--- src/rtl/mem_arb_pkg.sv ---
// mem_arb_pkg
//   Shared definitions for the memory port arbiter: requester count,
//   requester IDs, the index type used for owner tracking and a helper
//   that steps an index round-robin.
package mem_arb_pkg;

  localparam int NREQ = 3;
  localparam int IDW  = 2;

  typedef logic [IDW-1:0] req_idx_t;

  typedef enum logic [IDW-1:0] {
    REQ_FETCH = 2'd0,
    REQ_DATA  = 2'd1,
    REQ_DBG   = 2'd2
  } req_id_e;

  // Next requester index in round-robin order, wrapping after the last one.
  function automatic req_idx_t next_idx(input req_idx_t i);
    if (i >= req_idx_t'(NREQ - 1)) begin
      return '0;
    end
    return i + req_idx_t'(1);
  endfunction

endpackage

--- src/rtl/mem_port_arbiter_rr_pick.sv ---
// rr_pick
//   Combinational rotating-priority picker. Starting at index 'start' and
//   walking upward with wrap, the first asserted request wins.
// Ports:
//   req    in  NREQ  request vector
//   start  in  IDW   index with highest priority this cycle
//   gnt    out NREQ  one-hot winner (zero when nothing requested)
//   found  out 1     some requester won
module rr_pick
  import mem_arb_pkg::*;
(
  input  logic [NREQ-1:0] req,
  input  req_idx_t        start,
  output logic [NREQ-1:0] gnt,
  output logic            found
);

  req_idx_t idx;

  // Walk all requesters once from 'start'; 'found' stops later candidates
  // from also being granted.
  always_comb begin
    gnt   = '0;
    found = 1'b0;
    idx   = start;
    for (int n = 0; n < NREQ; n++) begin
      if (!found && req[idx]) begin
        gnt[idx] = 1'b1;
        found    = 1'b1;
      end
      idx = next_idx(idx);
    end
  end

endmodule

--- src/rtl/mem_port_arbiter.sv ---
// mem_port_arbiter
//   Shares one synchronous single-port memory among instruction fetch (0),
//   datapath load/store (1) and the debug/program loader (2). One access per
//   cycle, round-robin with bounded bursts, and a debug lock that gives
//   requester 2 absolute priority. Read data returns one cycle after the
//   grant with a one-hot rvalid tag.
// Ports:
//   clk, rst        clock and synchronous active-high reset
//   req, we         per-requester request / write enable (we qualified by req)
//   addr, wdata     packed per-requester address and write data
//   lock            debug lock for requester 2
//   gnt             one-hot combinational grant; that cycle is the access
//   rvalid, rdata   one-hot read-return tag and shared read data
//   mem_en, mem_we, mem_addr, mem_wdata   memory command
//   mem_rdata       memory read data, valid one cycle after a read command
module mem_port_arbiter
  import mem_arb_pkg::*;
#(
  parameter int AW        = 8,
  parameter int DW        = 16,
  parameter int MAX_BURST = 4
) (
  input  logic                 clk,
  input  logic                 rst,
  input  logic [NREQ-1:0]      req,
  input  logic [NREQ-1:0]      we,
  input  logic [NREQ*AW-1:0]   addr,
  input  logic [NREQ*DW-1:0]   wdata,
  input  logic                 lock,
  output logic [NREQ-1:0]      gnt,
  output logic [NREQ-1:0]      rvalid,
  output logic [DW-1:0]        rdata,
  output logic                 mem_en,
  output logic                 mem_we,
  output logic [AW-1:0]        mem_addr,
  output logic [DW-1:0]        mem_wdata,
  input  logic [DW-1:0]        mem_rdata
);

  localparam logic [3:0] BURST_LIMIT = 4'(MAX_BURST - 1);

  req_idx_t        last_owner;
  logic [3:0]      burst_cnt;
  logic            grant_prev;
  logic [NREQ-1:0] rd_tag;
  logic [AW-1:0]   addr_hold;
  logic [DW-1:0]   wdata_hold;

  logic [NREQ-1:0] rr_gnt;
  logic            rr_found;
  logic [NREQ-1:0] gnt_sel;
  req_idx_t        gnt_idx;
  logic            mem_we_c;
  logic [AW-1:0]   mem_addr_c;
  logic [DW-1:0]   mem_wdata_c;

  rr_pick u_rr_pick (
    .req   (req),
    .start (next_idx(last_owner)),
    .gnt   (rr_gnt),
    .found (rr_found)
  );

  // Grant selection: lock beats burst continuation, which beats round-robin.
  // Nothing is granted while reset is held so the memory stays idle.
  always_comb begin
    gnt_sel = '0;
    if (rst) begin
      gnt_sel = '0;
    end else if (lock && req[REQ_DBG]) begin
      gnt_sel[REQ_DBG] = 1'b1;
    end else if (grant_prev && req[last_owner] && (burst_cnt < BURST_LIMIT)) begin
      gnt_sel[last_owner] = 1'b1;
    end else if (rr_found) begin
      gnt_sel = rr_gnt;
    end
  end

  // Encode the granted requester and mux its command onto the memory port.
  // Without a grant, address and write data keep their last driven values.
  always_comb begin
    gnt_idx     = '0;
    mem_we_c    = 1'b0;
    mem_addr_c  = addr_hold;
    mem_wdata_c = wdata_hold;
    for (int i = 0; i < NREQ; i++) begin
      if (gnt_sel[i]) begin
        gnt_idx     = req_idx_t'(i);
        mem_we_c    = we[i];
        mem_addr_c  = addr[i*AW +: AW];
        mem_wdata_c = wdata[i*DW +: DW];
      end
    end
  end

  // Burst/owner bookkeeping, read-return tag and held memory command.
  // burst_cnt saturates so a long lock hold by requester 2 cannot wrap it.
  always_ff @(posedge clk) begin
    if (rst) begin
      last_owner <= REQ_DBG;
      burst_cnt  <= '0;
      grant_prev <= 1'b0;
      rd_tag     <= '0;
      addr_hold  <= '0;
      wdata_hold <= '0;
    end else begin
      rd_tag <= gnt_sel & ~we;
      if (|gnt_sel) begin
        if (grant_prev && (gnt_idx == last_owner)) begin
          burst_cnt <= (burst_cnt == 4'hF) ? burst_cnt : burst_cnt + 4'd1;
        end else begin
          burst_cnt <= '0;
        end
        last_owner <= gnt_idx;
        grant_prev <= 1'b1;
        addr_hold  <= mem_addr_c;
        wdata_hold <= mem_wdata_c;
      end else begin
        grant_prev <= 1'b0;
        burst_cnt  <= '0;
      end
    end
  end

  assign gnt       = gnt_sel;
  assign mem_en    = |gnt_sel;
  assign mem_we    = mem_we_c;
  assign mem_addr  = mem_addr_c;
  assign mem_wdata = mem_wdata_c;

  // A read in flight when reset arrives must never report its data.
  assign rvalid = rst ? '0 : rd_tag;
  assign rdata  = (|rvalid) ? mem_rdata : '0;

  a_gnt_onehot : assert property (@(posedge clk) $onehot0(gnt));
  a_gnt_req    : assert property (@(posedge clk) (gnt & ~req) == '0);
  a_rv_onehot  : assert property (@(posedge clk) $onehot0(rvalid));

endmodule
--- config.mk ---
export PLATFORM = sky130hd
export DESIGN_NAME = mem_port_arbiter
export DESIGN_NICKNAME = d
export VERILOG_FILES = /design/src/rtl/mem_arb_pkg.sv /design/src/rtl/mem_port_arbiter_rr_pick.sv /design/src/rtl/mem_port_arbiter.sv
export SDC_FILE = /design/constraint.sdc
export NUM_CORES = 1
export LEC_CHECK = 0
export ABC_AREA = 1
export CORE_AREA = 2 2 78 99
export CTS_CLUSTER_DIAMETER = 50
export DETAILED_ROUTE_END_ITERATION = 10
export DIE_AREA = 0 0 80 101
export PLACE_DENSITY = 0.86
export RECOVER_POWER = 25
export SLEW_MARGIN = 20
export SYNTH_ARGS = -nofsm -noshare
export SYNTH_HDL_FRONTEND = slang
export SYNTH_SLANG_ARGS = --single-unit
export TNS_END_PERCENT = 30
--- constraint.sdc ---
create_clock -name clk -period 3.2 [get_ports clk]
set_input_delay 0.64 -clock clk [delete_from_list [all_inputs] [get_ports clk]]
set_output_delay 0.64 -clock clk [all_outputs]
set_load 0.1 [all_outputs]
==> metrics.txt, run 1 <==
status=completed; initial antenna violation count=0; Final setup viols=0; CP Launch Type=input port; Rows=35; final WL=11700 um; post-synthesis sequential area ratio=24.0%; Net count, final=743; Post-Syn Instances=464; Slew HR=81.0%; core area=7180 um^2; largest net degree at the start of global routing=26; Detail Route Antenna Nets=0; fin cells=737; drt drc=0; fin crit period=3110 ps; Max Slew Vio Count=0; LEAKAGE=2.75 nW; worst-skew pair later-pin latency=290 ps; Clock power frac=5.8%; first-pass GRT wire length=17300 um; post-DR vias/cell=5.27; WP data required=2560 ps; post-route cell area=5520 um^2; vias in the first global route=3802; crit path from=lock; # fillers=463; CTS root buf=clkbuf_8; H-tree Lvls=2; hold buffer count at CTS=0; switch share=57.4%; FF-to-FF setup slack=950 ps; Yosys cell types=33; WS Path Type=in2out; synthesized net count=562; R2R Path End=burst_cnt[2]; Max-cap violations=0; vias post-DR=3882; critical path's slowest cell=clkdlybuf4s50_1; syn avg cell area=6.12 um^2; io pins=145; commonest non-fill, non-tap cells in the layout=nand2_1, clkdlybuf4s50_1, inv_1; Worst-Margin Slew=284 ps; input/output buffers=144; Place WS=-154 ps; placed inst area=5320 um^2; GP Congestion=0.915; DP Cell Count=727; Worst Skew=6.61 ps; CP endpoint=mem_addr[1]; final hold violation count=0; R2R cell count=13; Critical Path Fanout Max=10; first drt pass iteration count=7; dpl hpwl=8610 um; Post-Synthesis Cell Area=2840 um^2; share of power burned in registers=11.0%; Worst Hold Class=reg2reg; most common cell after layout, fill and taps aside=nand2_1; TritonCTS clock tree=built; Routed WL per cell=15.9 um; Logic pwr share=83.2%; Crit. End Element=output port; Ys Warns=0; maximum vdd drop=0.900 mV; most frequent CP cell=nand2_1; Iteration-0 DRC Markers=325; antenna cells=0; clock sinks=34; CP Data Arrival Time=2470 ps; period utilization=97.1%; gr usage total=26.8%; Die W=80 um; clock tree buffer depth=2; Worst-path clk slew=70 ps; FMAX=0.322 GHz; worst hold stages=2; global route total overflow=0; crit-path cells=clkdlybuf4s50_1, nand2_1, inv_1, nor2_4, o21ai_1, inv_2, buf_4, nand3_1, nand3_2, nand2_1, nand2_1, buf_12; Int Power=2.29 mW; Seq cells post-synth=34; largest stage delay on the critical path=400 ps; starting density of the core=39.5%; Area Growth Syn to Fin=94.3%; Die H=101 um; worst setup margin=92.0 ps; Psw=3.08 mW; pwr/cell area=972 nW/um^2; Reg-to-Reg Start=burst_cnt[0]; die area=8080 um^2; Num CTS Buffers=5; share of cells above drive strength 1=30.7%
[state kept, by name, indices dropped and copies added, names as in the netlist]
name,cells
addr_hold,8
burst_cnt,4
grant_prev,1
wdata_hold,16
last_owner,2
rd_tag,3
[cell usage after synthesis]
cell	n	share of area [%]
nor3_1	2	0.35
inv_4	1	0.22
nor2_1	30	4.0
nand4_1	26	5.7
a21oi_1	27	4.8
inv_1	77	10
clkinv_1	3	0.40
o21ai_0	3	0.53
nand2_1	133	18
dfxtp_1	34	24
nor2_2	3	0.66
buf_6	7	2.8
nand3_1	42	7.4
inv_2	2	0.26
nand3_2	23	8.1
buf_12	2	1.4
or2_1	2	0.44
nand3b_1	1	0.26
clkbuf_1	6	0.79
a31oi_1	1	0.22
nand2_4	2	0.79
buf_4	4	1.1
o211ai_2	1	0.44
nand3b_2	1	0.40
o211ai_1	1	0.26
mux2i_1	1	0.35
xnor2_1	1	0.31
nor2_4	1	0.40
ha_1	1	0.44
nand2_2	14	3.1
buf_2	9	1.6
o21bai_1	1	0.26
a21oi_2	2	0.62
[power by group through the flow]
stage | clock network, mW | registers (mW) | logic [mW]
after floorplan | 0 | 0.573 | 2.76
after global placement | 0 | 0.587 | 4.25
after detailed placement | 0 | 0.595 | 4.32
after CTS | 0.315 | 0.585 | 4.35
after global routing | 0.329 | 0.599 | 4.66
final | 0.311 | 0.591 | 4.46
[worst min-delay path by stage]
stage | start | end
2_1_floorplan | burst_cnt[1] | burst_cnt[1]
3_3_place_gp | burst_cnt[1] | burst_cnt[1]
3_5_place_dp | burst_cnt[1] | burst_cnt[1]
4_1_cts | burst_cnt[1] | burst_cnt[1]
5_1_grt | burst_cnt[1] | burst_cnt[1]
6_report | burst_cnt[0] | burst_cnt[0]
[layout make-up]
| class | count | area, um^2 | share of cell area (%) |
|---|---|---|---|
| inverters | 83 | 324 | 5.87 |
| clock buffers | 6 | 72.6 | 1.31 |
| well taps | 92 | 115 | 2.09 |
| multi-input cells | 319 | 1830 | 33.2 |
| clock inverters | 1 | 7.51 | 0.136 |
| flip-flops and latches | 34 | 683 | 12.4 |
| repair buffers | 202 | 2480 | 45.0 |
[cell families after synthesis]
kind of cell	count (synthesis)	share of synthesized area, %
buffers and inverters	111	18.7
DFF	34	24.0
muxes	1	0.352
xor gates and xnor gates	1	0.308
AOI/OAI and AO/OA	36	7.09
and+or+nand+nor	280	49.2
adders and majority gates	1	0.440
[critical path, delay by kind of cell]
family | cells | cell delay, ps
and+or+nand+nor | 6 | 690
buffers and inverters | 5 | 1020
AOI/OAI and AO/OA | 1 | 110
[what timing repair did]
item | in CTS | in global routing
pin swaps | 0 | 2
gates cloned | 0 | 2
endpoints found under the setup margin | 27 | 26
buffers inserted | 1 | 0
resized for setup | 9 | 20
[per-layer routing]
layer  wire [um]  part of all wire, %  vias to the layer above  global-route usage, %
met5           0                    0                        -                      0
met4         574                  4.9                        0                   13.6
met1        3990                   34                     1768                   28.1
li1            -                    -                     1816                      -
met2        6230                   53                      245                   50.6
met3         900                  7.7                       53                   4.30
[through the flow]
step / total power, mW / hold slack [ps] / util, % / setup TNS, ps
3_5_place_dp: 4.91 / 540 / 74.1 / -3110
4_1_cts: 5.26 / 550 / 75.6 / 0
6_report: 5.37 / 544 / 76.8 / 0
2_1_floorplan: 3.34 / 503 / - / -72.6
5_1_grt: 5.59 / 579 / 76.8 / -48.0
3_3_place_gp: 4.83 / 518 / 74.1 / -1790
No activity file was read; power rests on OpenSTA's default activity.
==> run 2, diff against run 1 <==
--- a/config.mk
+++ b/config.mk
@@ -5,11 +5,10 @@
 export SDC_FILE = /design/constraint.sdc
 export NUM_CORES = 1
 export LEC_CHECK = 0
-export ABC_AREA = 1
-export CORE_AREA = 2 2 78 99
-export CTS_CLUSTER_DIAMETER = 50
+export CORE_AREA = 2 2 74 94
+export CTS_CLUSTER_DIAMETER = 100
 export DETAILED_ROUTE_END_ITERATION = 10
-export DIE_AREA = 0 0 80 101
+export DIE_AREA = 0 0 76 96
 export PLACE_DENSITY = 0.86
 export RECOVER_POWER = 25
 export SLEW_MARGIN = 20
==> metrics.txt, run 2 <==
max reg flops=16; async set-reset flop share out of synthesis=0%; post-synth top area cell=dfxtp_1; share of cells above drive strength 1=47.2%; period utilization=116%; Int Power=1.40 mW; Post-Syn Instances=288; Crit. End Element=output port; final WL=15200 um; LEAKAGE=2.52 nW; vias post-DR=3743; Num CTS Buffers=5; Synth area leaders=dfxtp_1, o31ai_1, o41ai_1, and3_1, nor2_1; Final setup viols=29; Worst-Margin Slew=497 ps; core area=6400 um^2; syn avg cell area=8.28 um^2; switch share=47.5%; antenna cells=0; Slew HR=66.8%; status=finished, violations left; Post-Synthesis Cell Area=2380 um^2; clock sinks=34; maximum vdd drop=0.344 mV; Reg-to-Reg Start=burst_cnt[0]; CTS root buf=clkbuf_8; Commonest cells post-synth=dfxtp_1, nor2_1, nand2_1; vias in the first global route=3695; R2R cell count=10; CP Launch Type=flop; Worst Hold Class=reg2reg; first drt pass iteration count=8; TritonCTS clock tree=built; R2R Path End=burst_cnt[3]; Place WS=-445 ps; Logic pwr share=68.5%; gr usage total=32.7%; largest net degree at the start of global routing=30; io pins=145; WP data required=2560 ps; worst hold stages=2; drt drc=0; Routed WL per cell=24.7 um; most common cell after layout, fill and taps aside=clkdlybuf4s50_1; Yosys cell types=50; Clock power frac=13.0%; hold buffer count at CTS=0; H-tree Lvls=2; dpl hpwl=8000 um; Max Slew Vio Count=0; Rows=33; failing checks=setup timing; die area=7300 um^2; input/output buffers=144; largest stage delay on the critical path=520 ps; post-DR vias/cell=6.10; Worst Skew=12.9 ps; Iteration-0 DRC Markers=303; Psw=1.27 mW; global route total overflow=0; Die H=96 um; starting density of the core=37.3%; FMAX=0.270 GHz; Synth top area share=28.5%; worst-skew pair later-pin latency=300 ps; Top reg by flops=wdata_hold; final hold violation count=0; Die W=76 um; commonest non-fill, non-tap cells in the layout=clkdlybuf4s50_1, buf_4, buf_12; Fin Hold WS=676 ps; FF-to-FF setup slack=430 ps; critical path's slowest cell=or4b_4; Max-cap violations=0; crit-path cells=ha_4, or4b_4, a221o_1, a221o_1, nand2_4, inv_8, buf_12, o31ai_4, buf_12; synthesized net count=386; RSZ-0062 raised after global routing=yes; Worst-path clk slew=70 ps; WS Path Type=reg2out; Seq cells post-synth=34; Net count, final=624; top_reg_cell synth=dfxtp_1; initial antenna violation count=0; post-synthesis sequential area ratio=28.5%; Largest regs=wdata_hold: 16 flops, addr_hold: 8 flops, burst_cnt: 4 flops; worst setup margin=-498 ps; CP Data Arrival Time=3060 ps; Detail Route Antenna Nets=0; min-delay src=burst_cnt[3]; GP Congestion=0.936; clock tree buffer depth=2; Ys Warns=0; Area Growth Syn to Fin=150%; Worst Hold Path EP=burst_cnt[3]; Critical Path Fanout Max=14; first-pass GRT wire length=18900 um; Post-synth EDFFs=0; share of power burned in registers=18.5%; fin crit period=3700 ps; pwr/cell area=448 nW/um^2
[run 2: cell types whose count changed after synthesis, moves of 26 or more]
cell | previous run | this run
inv_1 | 77 | 4
nand4_1 | 26 | 0
nand2_1 | 133 | 26
nand3_1 | 42 | 6
[run 2: power by group through the flow]
stage          clock, mW  combinational [mW]  sequential (mW)
2_1_floorplan          0               0.998            0.487
3_3_place_gp           0                1.57            0.491
3_5_place_dp           0                1.60            0.494
4_1_cts            0.340                1.68            0.485
5_1_grt            0.362                1.87            0.495
6_report           0.347                1.83            0.494
[run 2: cell families (layout without fill, tap and decap cells)]
family | after synthesis | in the layout | share of synthesized area [%]
AND/OR/NAND/NOR | 124 | 124 | 27.0
adder cells (fa/ha/maj) | 1 | 1 | 0.525
multiplexers | 1 | 1 | 0.420
buffers and inverters | 34 | 273 | 8.66
flip-flops | 34 | 34 | 28.5
AO/OA/AOI/OAI | 93 | 93 | 34.5
XOR/XNOR | 1 | 1 | 0.367
[run 2: worst max-delay path by stage]
stage / start / slack [ps] / endpoint
finish: burst_cnt[0] / -500 / mem_addr[1]
CTS: burst_cnt[0] / -300 / mem_wdata[5]
global route: burst_cnt[0] / -560 / mem_addr[1]
floorplan: burst_cnt[0] / -470 / mem_addr[3]
global placement: req[2] / -300 / mem_addr[7]
detailed placement: req[2] / -440 / mem_wdata[6]
[run 2: per-stage QoR]
step	power, mW	util, %	TNS (ps)	std cells	cell area, um^2
after global routing	2.73	93.2	-12880	614	5960
after global placement	2.06	82.1	-6610	573	5250
final	2.67	93.2	-10970	614	5960
after CTS	2.50	86.9	-7160	584	5560
after detailed placement	2.09	82.1	-8830	573	5250
after floorplan	1.49	-	-15500	288	2760
[run 2: per-layer routing]
| metal | global-route usage [%] | wire length, um | up-vias |
|---|---|---|---|
| met2 | 64.1 | 7750 | 316 |
| met5 | 0 | 0 | - |
| met3 | 8.26 | 1260 | 99 |
| met1 | 31.5 | 5000 | 1769 |
| li1 | - | - | 1559 |
| met4 | 18.0 | 1180 | 0 |
[run 2: timing repair]
action | CTS | global route
resized for setup | 37 | 26
buffers inserted | 3 | 30
cloned | 0 | 3
pin swaps | 29 | 12
setup endpoints to repair | 44 | 45
[run 2: critical path, delay by kind of cell (launching register included)]
family	cells	cell delay, ps
and+or+nand+nor	2	650
AOI/OAI and AO/OA	3	1150
adders and majority gates	1	170
DFF	1	350
buffers and inverters	3	450
[run 2: final cells by class]
class / instances / area (um^2)
repair buffers: 257 / 2950
multi-input cells: 220 / 2080
flip-flops and latches: 34 / 683
fillers: 193 / 438
well taps: 87 / 109
clock buffers: 7 / 86.3
inverters: 7 / 46.3
repair inverters: 1 / 8.76
clock inverters: 1 / 5.00
